File: src/rtl/vga_scan_out_if.sv
// vga_scan_out_if
// Connects the raster endpoint to the combinational display composer and
// to the pixel ROM.
//
// Timing contract (there is no valid/ready handshake; everything is
// implied by the raster position):
//   - h_cnt/v_cnt are held stable for one whole pixel period.
//   - The slave must present pixel_addr/notBlank for the held h_cnt/v_cnt
//     before the end of that period. The master samples them only at that
//     instant and ignores them at all other times.
//   - mem_data must reflect mem_addr one clk after mem_addr changes.
//     The master samples it one pixel period later.
//
// Signals:
//   h_cnt, v_cnt  master->slave  raster position (10 bits each)
//   pixel_addr    slave->master  ROM address for the current position (17 bits)
//   notBlank      slave->master  an object covers the current position
//   mem_addr      master->slave  registered ROM address (17 bits)
//   mem_data      slave->master  ROM read data {R,G,B} (12 bits)
interface vga_scan_out_if;
  logic [9:0]  h_cnt;
  logic [9:0]  v_cnt;
  logic [16:0] pixel_addr;
  logic        notBlank;
  logic [16:0] mem_addr;
  logic [11:0] mem_data;

  modport master (
    output h_cnt,
    output v_cnt,
    output mem_addr,
    input  pixel_addr,
    input  notBlank,
    input  mem_data
  );

  modport slave (
    input  h_cnt,
    input  v_cnt,
    input  mem_addr,
    output pixel_addr,
    output notBlank,
    output mem_data
  );
endinterface

File: src/rtl/vga_scan_out.sv
// vga_scan_out
// Raster-side endpoint of the display path. Generates VGA scan timing
// (640x480@60 by default), hands the raster position to the composer,
// registers the returned ROM address, and emits 12-bit RGB plus active-low
// syncs, all delayed by exactly two pixel periods so colour and sync
// describe the same pixel. Also emits a one-clk frame_tick per frame.
//
// Ports:
//   clk         system clock (pixel rate = clk / TICK_DIV)
//   rst         asynchronous, active-low reset
//   disp        composer/ROM interface (master side)
//   vga_r/g/b   4-bit colour outputs
//   hsync/vsync active-low sync outputs
//   frame_tick  one-clk pulse when the raster wraps to (0,0)
//
// Geometry parameters default to the standard 640x480@60 timing.
module vga_scan_out #(
  parameter int          TICK_DIV  = 4,
  parameter logic [11:0] BG_COLOR  = 12'h000,
  parameter int          H_VISIBLE = 640,
  parameter int          H_FRONT   = 16,
  parameter int          H_SYNC    = 96,
  parameter int          H_BACK    = 48,
  parameter int          V_VISIBLE = 480,
  parameter int          V_FRONT   = 10,
  parameter int          V_SYNC    = 2,
  parameter int          V_BACK    = 33
) (
  input  logic                  clk,
  input  logic                  rst,
  vga_scan_out_if.master        disp,
  output logic [3:0]            vga_r,
  output logic [3:0]            vga_g,
  output logic [3:0]            vga_b,
  output logic                  hsync,
  output logic                  vsync,
  output logic                  frame_tick
);

  localparam int H_TOTAL  = H_VISIBLE + H_FRONT + H_SYNC + H_BACK;
  localparam int V_TOTAL  = V_VISIBLE + V_FRONT + V_SYNC + V_BACK;
  localparam int HS_START = H_VISIBLE + H_FRONT;
  localparam int HS_END   = HS_START + H_SYNC - 1;
  localparam int VS_START = V_VISIBLE + V_FRONT;
  localparam int VS_END   = VS_START + V_SYNC - 1;
  localparam int PHASE_W  = (TICK_DIV > 2) ? $clog2(TICK_DIV) : 1;

  logic [PHASE_W-1:0] phase;
  logic               pix_tick;

  logic [9:0]  h_cnt;
  logic [9:0]  v_cnt;
  logic        h_last;
  logic        v_last;

  // Stage-0 decodes of the current raster position.
  logic        vis0;
  logic        hs0;
  logic        vs0;

  // Stage-1 pipeline; sync flags are active-high internally.
  logic [16:0] mem_addr;
  logic        nb1;
  logic        vis1;
  logic        hs1;
  logic        vs1;

  logic [11:0] rgb_next;
  logic [11:0] rgb;

  // Pixel-rate enable.
  assign pix_tick = (phase == PHASE_W'(TICK_DIV - 1));

  always_ff @(posedge clk or negedge rst) begin
    if (!rst) begin
      phase <= '0;
    end else if (pix_tick) begin
      phase <= '0;
    end else begin
      phase <= phase + PHASE_W'(1);
    end
  end

  assign h_last = (h_cnt == 10'(H_TOTAL - 1));
  assign v_last = (v_cnt == 10'(V_TOTAL - 1));

  // Raster counters. v_cnt only moves on an h_cnt wrap, so the
  // (last,last) -> (0,0) step happens in one tick.
  always_ff @(posedge clk or negedge rst) begin
    if (!rst) begin
      h_cnt <= '0;
      v_cnt <= '0;
    end else if (pix_tick) begin
      if (h_last) begin
        h_cnt <= '0;
        if (v_last) begin
          v_cnt <= '0;
        end else begin
          v_cnt <= v_cnt + 10'd1;
        end
      end else begin
        h_cnt <= h_cnt + 10'd1;
      end
    end
  end

  always_comb begin
    vis0 = (h_cnt < 10'(H_VISIBLE)) && (v_cnt < 10'(V_VISIBLE));
    hs0  = (h_cnt >= 10'(HS_START)) && (h_cnt <= 10'(HS_END));
    vs0  = (v_cnt >= 10'(VS_START)) && (v_cnt <= 10'(VS_END));
  end

  // Stage 1: the composer has had the whole pixel period to settle on the
  // held position, so its outputs are captured together with the decodes.
  always_ff @(posedge clk or negedge rst) begin
    if (!rst) begin
      mem_addr <= '0;
      nb1      <= 1'b0;
      vis1     <= 1'b0;
      hs1      <= 1'b0;
      vs1      <= 1'b0;
    end else if (pix_tick) begin
      mem_addr <= disp.pixel_addr;
      nb1      <= disp.notBlank;
      vis1     <= vis0;
      hs1      <= hs0;
      vs1      <= vs0;
    end
  end

  // Blanking outside the visible area overrides whatever the composer says.
  always_comb begin
    rgb_next = 12'h000;
    if (vis1) begin
      rgb_next = nb1 ? disp.mem_data : BG_COLOR;
    end
  end

  // Stage 2: mem_data has been valid since one clk after mem_addr moved,
  // i.e. TICK_DIV-1 clk of margin at this capture.
  always_ff @(posedge clk or negedge rst) begin
    if (!rst) begin
      rgb   <= 12'h000;
      hsync <= 1'b1;
      vsync <= 1'b1;
    end else if (pix_tick) begin
      rgb   <= rgb_next;
      hsync <= ~hs1;
      vsync <= ~vs1;
    end
  end

  // High for the single clk following the edge that wraps the raster to (0,0).
  always_ff @(posedge clk or negedge rst) begin
    if (!rst) begin
      frame_tick <= 1'b0;
    end else begin
      frame_tick <= pix_tick && h_last && v_last;
    end
  end

  assign vga_r         = rgb[11:8];
  assign vga_g         = rgb[7:4];
  assign vga_b         = rgb[3:0];
  assign disp.h_cnt    = h_cnt;
  assign disp.v_cnt    = v_cnt;
  assign disp.mem_addr = mem_addr;

endmodule

File: src/flat_wrapper.sv
// flat-port wrapper written by rule: the top's interface ports become plain ports
module vga_scan_out_flat 
#(
  parameter int          TICK_DIV  = 4,
  parameter logic [11:0] BG_COLOR  = 12'h000,
  parameter int          H_VISIBLE = 640,
  parameter int          H_FRONT   = 16,
  parameter int          H_SYNC    = 96,
  parameter int          H_BACK    = 48,
  parameter int          V_VISIBLE = 480,
  parameter int          V_FRONT   = 10,
  parameter int          V_SYNC    = 2,
  parameter int          V_BACK    = 33
)
  (clk, rst, vga_r, vga_g, vga_b, hsync, vsync, frame_tick, disp_h_cnt, disp_v_cnt, disp_mem_addr, disp_pixel_addr, disp_notBlank, disp_mem_data);
  vga_scan_out_if disp_i ();
  input  logic clk;
  input  logic rst;
  output logic [3:0] vga_r;
  output logic [3:0] vga_g;
  output logic [3:0] vga_b;
  output logic hsync;
  output logic vsync;
  output logic frame_tick;
  output wire logic [$bits(disp_i.h_cnt)-1:0] disp_h_cnt;
  output wire logic [$bits(disp_i.v_cnt)-1:0] disp_v_cnt;
  output wire logic [$bits(disp_i.mem_addr)-1:0] disp_mem_addr;
  input wire logic [$bits(disp_i.pixel_addr)-1:0] disp_pixel_addr;
  input wire logic [$bits(disp_i.notBlank)-1:0] disp_notBlank;
  input wire logic [$bits(disp_i.mem_data)-1:0] disp_mem_data;
  assign disp_h_cnt = disp_i.h_cnt;
  assign disp_v_cnt = disp_i.v_cnt;
  assign disp_mem_addr = disp_i.mem_addr;
  assign disp_i.pixel_addr = disp_pixel_addr;
  assign disp_i.notBlank = disp_notBlank;
  assign disp_i.mem_data = disp_mem_data;
  vga_scan_out #(.TICK_DIV(TICK_DIV), .BG_COLOR(BG_COLOR), .H_VISIBLE(H_VISIBLE), .H_FRONT(H_FRONT), .H_SYNC(H_SYNC), .H_BACK(H_BACK), .V_VISIBLE(V_VISIBLE), .V_FRONT(V_FRONT), .V_SYNC(V_SYNC), .V_BACK(V_BACK)) u_core (.clk(clk), .rst(rst), .disp(disp_i), .vga_r(vga_r), .vga_g(vga_g), .vga_b(vga_b), .hsync(hsync), .vsync(vsync), .frame_tick(frame_tick));
endmodule
File: config.mk
export PLATFORM = sky130hd
export DESIGN_NAME = vga_scan_out_flat
export DESIGN_NICKNAME = d
export VERILOG_FILES = /design/src/rtl/vga_scan_out_if.sv /design/src/rtl/vga_scan_out.sv /design/src/flat_wrapper.sv
export SDC_FILE = /design/constraint.sdc
export NUM_CORES = 1
export LEC_CHECK = 0
export BUFFER_PORTS_ARGS = -buffer_cell sky130_fd_sc_hd__buf_2
export CORE_MARGIN = 2
export CORE_UTILIZATION = 46
export CTS_CLUSTER_DIAMETER = 200
export DETAILED_ROUTE_END_ITERATION = 10
export GPL_TIMING_DRIVEN = 0
export HOLD_SLACK_MARGIN = 0.02
export PLACE_DENSITY = 0.74
export SLEW_MARGIN = 40
export SYNTH_ARGS = -nofsm -noshare
export SYNTH_HDL_FRONTEND = slang
export SYNTH_SLANG_ARGS = --single-unit
File: constraint.sdc
create_clock -name clk -period 2.7 [get_ports clk]
set_clock_uncertainty 0.2 [all_clocks]
set_input_delay 0.81 -clock clk [delete_from_list [all_inputs] [get_ports clk]]
set_output_delay 0.81 -clock clk [all_outputs]
set_load 0.1 [all_outputs]
Word-level counts from Yosys, hierarchy flattened. Index checks and enable logic that the tools add are counted.

Add/sub/neg operators: 3. $lt $le $gt $ge: 6. Eq/ne operators: 3. Multiplexer cells: 5. Bitwise logic cells: 2. Reductions and logical operators: 6.

Operators by type and width (number): $mux 12 (2); $add 10x1->10 const B (2); $eq 10x10->1 const B (2); $mux 10 (2); $ge 10x10->1 const B (1); $ge 10x9->1 const B (1); $le 10x10->1 const B (1); $le 10x9->1 const B (1); $lt 10x10->1 const B (1); $lt 10x9->1 const B (1); $logic_and 1x1->1 (5); $add 2x1->2 const B (1); $eq 2x2->1 const B (1); $mux 2 (1); $not 1->1 (2); $reduce_and 2->1 (1).

Register bits: 58. Input port bits: 32. Output and inout bits: 52. Logic and storage cells: 37.

Longest topological paths before layout. Gate-level depths: netlist (run 1).

Depth in word-level cells: 3. Gate-level depth with buffers: 6. Depth with buffers taken out: 6.

Worst setup path before layout (run 1). OpenSTA, ideal clock, no wires.

Path kind: reg-to-reg. Start point: reg u_core.h_cnt[1], in the netlist u_core.disp.h_cnt[1]. End point: reg u_core.v_cnt[9], in the netlist u_core.disp.v_cnt[9]. Setup time: 0.077 ns. Arrival: 2.267 ns. Required time: 2.423 ns. Path slack: 0.155 ns. Cell stages (with the launch flop): 6. Path buffers: 0. Clock period less this slack: 2.545 ns. Path through: dfrtp_1 -> ha_1 -> and4_4 -> nand3_4 -> or4_1 -> a21oi_1.

Cells in the longest elaborated chain, start to end: 2.

RTL lines: start: declaration (RTL line vga_scan_out.sv:51) `logic [9:0] h_cnt;`; start signal: assignment (RTL line vga_scan_out.sv:102) `h_cnt <= h_cnt + 10'd1;`; $eq 10x10->1 (RTL line vga_scan_out.sv:84) `assign h_last = (h_cnt == 10'(H_TOTAL - 1));`; $reduce_and 2->1 (no line); end signal: assignment (RTL line vga_scan_out.sv:99) `v_cnt <= v_cnt + 10'd1;`; end: declaration (RTL line vga_scan_out.sv:52) `logic [9:0] v_cnt;`.

Every way passes these cells. A chain may end at the register's enable or synchronous reset.

Final worst setup path (run 1).
Start point: reg u_core.h_cnt[5], in the netlist u_core.disp.h_cnt[5]. End point: out disp_h_cnt[5].

RTL lines: end: declaration (RTL line flat_wrapper.sv:25) `output wire logic [$bits(disp_i.h_cnt)-1:0] disp_h_cnt;`.

No word-level cell between the ends.

==> flow_summary.yaml, run 1 <==
clocking:
  cts_resized: 0
  ctsHoldBuffers: 0
  clock_latency_ns: 0.33
  clockRootBuffer: "clkbuf_8"
  clk_pin_slew_ns: 0.07
  numCtsBuffers: 9
  post-cts-setup-buffers: 0
  cts.sink_count: 58
  htreeDepth: 3
  clockBufferDepth: 2
  cts_tree: "built"
sta:
  finalSetupTns_ns: 0
  worst_pin_slew_ns: 0.700
  setup_viol: 0
  slew_viol_final: 0
  hold_violations: 0
  rsz0062_at_grt: "false"
  period_share_pct: 89.0
  layout_setup_ws_ns: 0.298
  max_freq_mhz: 416
  period_minus_slack_ns: 2.40
  slew_headroom_pct: 53.3
power:
  ir_drop_v: 0.000356
  power_switching_mw: 0.535
  leakagePower_nw: 1.61
  p_comb_share_pct: 13.4
  internal_power_mw: 1.31
  p_clk_share_pct: 37.8
  seq_power_share_pct: 48.8
  power_density_nw_per_um2: 572
  swShare_pct: 29.0
critical_path:
  path_delay_family: "flip-flops"
  rr_startpoint: "u_core.phase[0]"
  r2r_cells: 4
  reg2reg_slack_ns: 0.58
  critPathCaptureType: "output port"
  start_kind: "register"
  cp_cell_sequence: "buf_2"
  critPathMaxFanout: 7
  critPathMaxStageDelay_ns: 0.55
  required_ns: 1.69
  cp.arrival_ns: 1.39
  r2r-end: "u_core.disp.mem_addr[5]"
  path_class: "register to output port"
  cp_slowest_cell: "dfrtp_1"
  cp_num_buf_inv: 1
placed_design:
  dp_slack_ns: 0.585
  io_buffers: 83
  dp_hpwl_mm: 3.69
  place_congestion: 0.799
detailed_routing:
  wl_mm: 5.23
  via_count: 1991
  vias_per_cell: 5.07
  drt_pre_antenna_iters: 6
  wl_per_cell_um: 13.3
  first_iter_violations: 147
  drc: 0
  antenna_left: 0
synth:
  syn_inst: 223
  ys_warn_count: 0
  syn_nets: 261
  ys_ff_latch: 58
  yosysUniqueCellTypes: 39
  syn_area_um2: 2550
  synth.yosys.seq_area_share_pct: 57.0
  syn_area_per_cell_um2: 11.4
worst_hold_path:
  min_path_cells: 1
  hold_class: "register to register"
  hp-start: "u_core.hs1"
  hold_path_end: "u_core.hsync"
grt:
  grt_pass1_wl_mm: 8.93
  grt_overflow: 0
  grt_pass1_vias: 1952
  antenna_found_initial: 0
  track_usage_pct: 18.7
  grt_max_degree: 59
layout:
  antennaDiodeCount: 0
  area_growth_syn_to_layout_pct: 26.6
  drive_above_1_share_pct: 38.9
  final_nets: 355
  final_cell_mix: "84 x buf_2, 56 x dfrtp_1, 21 x inv_1, 19 x nand2_1, 19 x mux2_2"
  final_common_cell: "buf_2"
flow_run:
  maxCapViolations: 0
floorplanning:
  coreArea_um2: 5440
  ios: 84
  die_y_um: 78.5
  die_area_um2: 6160
  fp.dieW_um: 78.5
  rows: 27
  start_util_pct: 46.9
status:
  status: "finished clean"
-- through the flow --
step	hold slack [ns]	std cells	area, um^2	total power, mW	utilization, %
finish	0.222	393	3230	1.85	59.4
global route	0.244	393	3230	1.93	59.4
CTS	0.220	393	3230	1.87	59.4
detailed placement	0.207	378	3060	1.17	56.2
global placement	0.195	378	3060	1.16	56.2
floorplan	0.184	223	2550	1.10	-
-- routing by layer --
metal | vias up | routed length [um] | GRT usage [%]
met5 | - | 0 | 0
met4 | 0 | 124 | 10.2
met3 | 10 | 179 | 3.10
met2 | 46 | 2590 | 30.9
met1 | 975 | 2330 | 23.4
li1 | 960 | - | -
-- how the worst max path moves through the flow --
stage	slack, ns	from	cells after the start	to
2_1_floorplan	0.16	u_core.disp.h_cnt[1]	5	u_core.disp.v_cnt[9]
3_3_place_gp	0.55	rst	1	u_core.disp.h_cnt[6]
3_5_place_dp	0.58	u_core.phase[0]	4	u_core.disp.mem_addr[5]
4_1_cts	0.29	u_core.disp.h_cnt[5]	1	disp_h_cnt[5]
5_1_grt	0.26	u_core.disp.h_cnt[5]	1	disp_h_cnt[5]
6_report	0.30	u_core.disp.h_cnt[5]	1	disp_h_cnt[5]
-- cell families after synthesis --
group	after synthesis	share of synthesized area (%)
AND/OR/NAND/NOR	67	15.3
multiplexers	21	9.18
adder cells (fa/ha/maj)	6	2.94
buffers and inverters	30	4.66
AO/OA/AOI/OAI	28	6.48
flip-flops	58	57.0
XOR/XNOR	13	4.47
-- power by group through the flow --
stage	clock network (mW)	logic (mW)	registers [mW]
2_1_floorplan	0	0.0184	1.08
3_3_place_gp	0	0.247	0.917
3_5_place_dp	0	0.250	0.918
4_1_cts	0.722	0.250	0.903
5_1_grt	0.762	0.259	0.905
6_report	0.699	0.247	0.902
-- synth_stat cells (all sizes together) --
master   number  area [um^2]
buf           4         21.3
a31o          1         8.76
nor4b         2         17.5
o211a         1         10.0
nand3b        1         7.51
nand3         6         42.5
mux2         19          214
o2111ai       1         8.76
o211ai        1         7.51
dfrtp        56         1400
and3          4         25.0
and4          3         28.8
xnor2         3         26.3
nand4         9         56.3
dfstp         2         52.6
nor4bb        1         10.0
nand2        19         71.3
and4b         1         13.8
ha            6         75.1
inv          21         78.8
mux2i         2         20.0
o21ai        18         90.1
o311a         1         10.0
clkbuf        5         18.8
xor2         10         87.6
a21oi         2         10.0
nor2         11         57.6
or3           2         12.5
nor3          4         20.0
o22ai         2         12.5
nand2b        1         6.26
o31ai         1         7.51
or4           1         7.51
nor2b         2         12.5
-- registers in the layout (all words and copies together) (netlist names), 2 cells and up --
register              count
u_core.phase              2
u_core.disp.h_cnt        10
u_core.disp.v_cnt        10
u_core.disp.mem_addr     17
u_core.rgb               12
-- cell type report --
class,instances,area [um^2]
Fill cell,481,2210
Sequential cell,58,1450
Multi-Input combinational cell,135,977
Timing Repair Buffer,83,418
Clock buffer,13,159
Tap cell,72,90.1
Inverter,21,78.8
Buffer,9,40.0
Clock inverter,2,12.5
Power figures use the tool's default switching activity.
==> inputs of run 2 (changes only) <==
Settings changed: ABC_AREA from default to 1, CTS_CLUSTER_SIZE from default to 28, GPL_ROUTABILITY_DRIVEN from default to 0, PLACE_DENSITY 0.74 to 0.73.
==> flow_summary.yaml, run 2 <==
status:
  status: "finished clean"
sta:
  period_share_pct: 85.1
  worst_pin_slew_ns: 0.722
  max_freq_mhz: 435
  hold_violations: 0
  period_minus_slack_ns: 2.30
  slew_headroom_pct: 51.9
  slew_viol_final: 0
  setup_viol: 0
  finalSetupTns_ns: 0
  rsz0062_at_grt: "false"
detailed_routing:
  antenna_left: 0
  vias_per_cell: 4.80
  wl_mm: 5.95
  first_iter_violations: 116
  wl_per_cell_um: 12.3
  drt_pre_antenna_iters: 4
  via_count: 2329
  drc: 0
placed_design:
  io_buffers: 83
  dp_hpwl_mm: 4.22
layout:
  reg.largest.list: "u_core.disp.mem_addr x17, u_core.rgb x12"
  final_cell_mix: "109 x nand2_1, 85 x buf_2, 56 x dfrtp_1, 35 x inv_1, 24 x o21ai_0"
  final_common_cell: "nand2_1"
  antennaDiodeCount: 0
  final_core_util_pct: 60.9
  drive_above_1_share_pct: 28.8
  regMostFlops: "u_core.disp.mem_addr"
  largest_register_ffs: 17
  area_growth_syn_to_layout_pct: 26.6
  final_nets: 446
grt:
  track_usage_pct: 20.1
  grt_max_degree: 59
  grt_pass1_vias: 2267
  antenna_found_initial: 0
  grt_pass1_wl_mm: 10.0
  grt_overflow: 0
synth:
  syn_area_um2: 2680
  ys_warn_count: 0
  yosysUniqueCellTypes: 27
  syn_inst: 314
  ys.flop_type: "dfrtp_1"
  synth_common_cells: "109 x nand2_1, 56 x dfrtp_1, 35 x inv_1"
  yosysTopAreaCellShare_pct: 52.3
  syn_nets: 352
  netlist_top_cells_area: "dfrtp_1 52%, nand2_1 15%, inv_1 4.9%, o21ai_0 4.5%, nand3_1 3.4%"
  synth_edf_count: 0
  yosysTopAreaCell: "dfrtp_1"
  syn_area_per_cell_um2: 8.54
  synth.yosys.seq_area_share_pct: 54.2
  async_reset_ff_share_pct: 100
  ys_ff_latch: 58
  synth.most_common_cell: "nand2_1"
critical_path:
  r2r_cells: 7
  critPathMaxFanout: 7
  start_kind: "register"
  rr_startpoint: "u_core.disp.v_cnt[0]"
  path_delay_family: "flip-flops"
  cp_num_buf_inv: 1
  cp_cell_sequence: "buf_2"
  r2r-end: "u_core.disp.v_cnt[0]"
  reg2reg_slack_ns: 0.94
  path_class: "register to output port"
  crit_cells: 1
  critPathCapture: "disp_v_cnt[3]"
  critPathMaxStageDelay_ns: 0.48
  cp.arrival_ns: 1.29
  cp_slowest_cell: "dfrtp_1"
  critPathCaptureType: "output port"
  required_ns: 1.69
  critPathLaunch: "u_core.disp.v_cnt[3]"
floorplanning:
  die_y_um: 80.3
  ios: 84
  start_util_pct: 48.1
  fp.dieW_um: 80.3
  rows: 27
  die_area_um2: 6460
  coreArea_um2: 5570
power:
  internal_power_mw: 1.41
  seq_power_share_pct: 45.7
  power_switching_mw: 0.570
  p_clk_share_pct: 41.7
  p_comb_share_pct: 12.7
  leakagePower_nw: 1.89
  power_density_nw_per_um2: 583
  ir_drop_v: 0.000363
  swShare_pct: 28.8
clocking:
  clk_pin_slew_ns: 0.07
  cts_tree: "built"
  numCtsBuffers: 9
  cts_resized: 0
  cts.sink_count: 58
  clockBufferDepth: 2
  clockRootBuffer: "clkbuf_8"
  htreeDepth: 3
  post-cts-setup-buffers: 0
  clock_latency_ns: 0.33
  ctsHoldBuffers: 0
flow_run:
  maxCapViolations: 0
worst_hold_path:
  hold_class: "register to register"
## run 2: how the worst min path moves through the flow
stage                    startpoint               to  cells after the start
floorplan           u_core.phase[0]  u_core.phase[0]                      1
global placement    u_core.phase[0]  u_core.phase[0]                      1
detailed placement  u_core.phase[0]  u_core.phase[0]                      1
CTS                 u_core.phase[0]  u_core.phase[0]                      1
global route        u_core.phase[0]  u_core.phase[0]                      1
finish              u_core.phase[0]  u_core.phase[0]                      1
## run 2: metrics by stage
stage	total power, mW	cells	setup WS (ns)	hold WS, ns	cell area (um^2)
2_1_floorplan	1.10	314	0.401	0.203	2680
3_3_place_gp	1.17	469	0.503	0.217	3190
3_5_place_dp	1.17	469	0.749	0.226	3190
4_1_cts	2.00	485	0.387	0.234	3390
5_1_grt	2.05	485	0.362	0.248	3390
6_report	1.98	485	0.403	0.228	3390
## run 2: layout make-up
type	instances	area, um^2
tap	72	90.1
clock inverter	4	50.0
fill	525	2180
multi-input combinational	210	1030
buffer	10	53.8
timing repair buffer	83	418
sequential	58	1450
inverter	36	140
clock buffer	12	155
## run 2: logic make-up after synthesis
group / Yosys count / synth area share [%]
buf+inv: 46 / 7.23
compound gates: 30 / 6.11
flops: 58 / 54.2
xor+xnor: 7 / 2.29
fa+ha+maj: 6 / 2.80
simple gates: 167 / 27.3
## run 2: power by group through the flow
| stage | combinational (mW) | clock, mW | sequential, mW |
|---|---|---|---|
| after floorplan | 0.0190 | 0 | 1.08 |
| after global routing | 0.264 | 0.880 | 0.905 |
| after detailed placement | 0.253 | 0 | 0.919 |
| after CTS | 0.254 | 0.839 | 0.903 |
| final | 0.250 | 0.824 | 0.903 |
| after global placement | 0.251 | 0 | 0.918 |
## run 2: routing by layer
layer,routed length (um),up-vias,GRT usage [%]
met5,0,-,0
met4,68,0,7.63
met3,242,5,5.17
met2,3000,46,33.9
met1,2640,1108,24.8
li1,-,1170,-
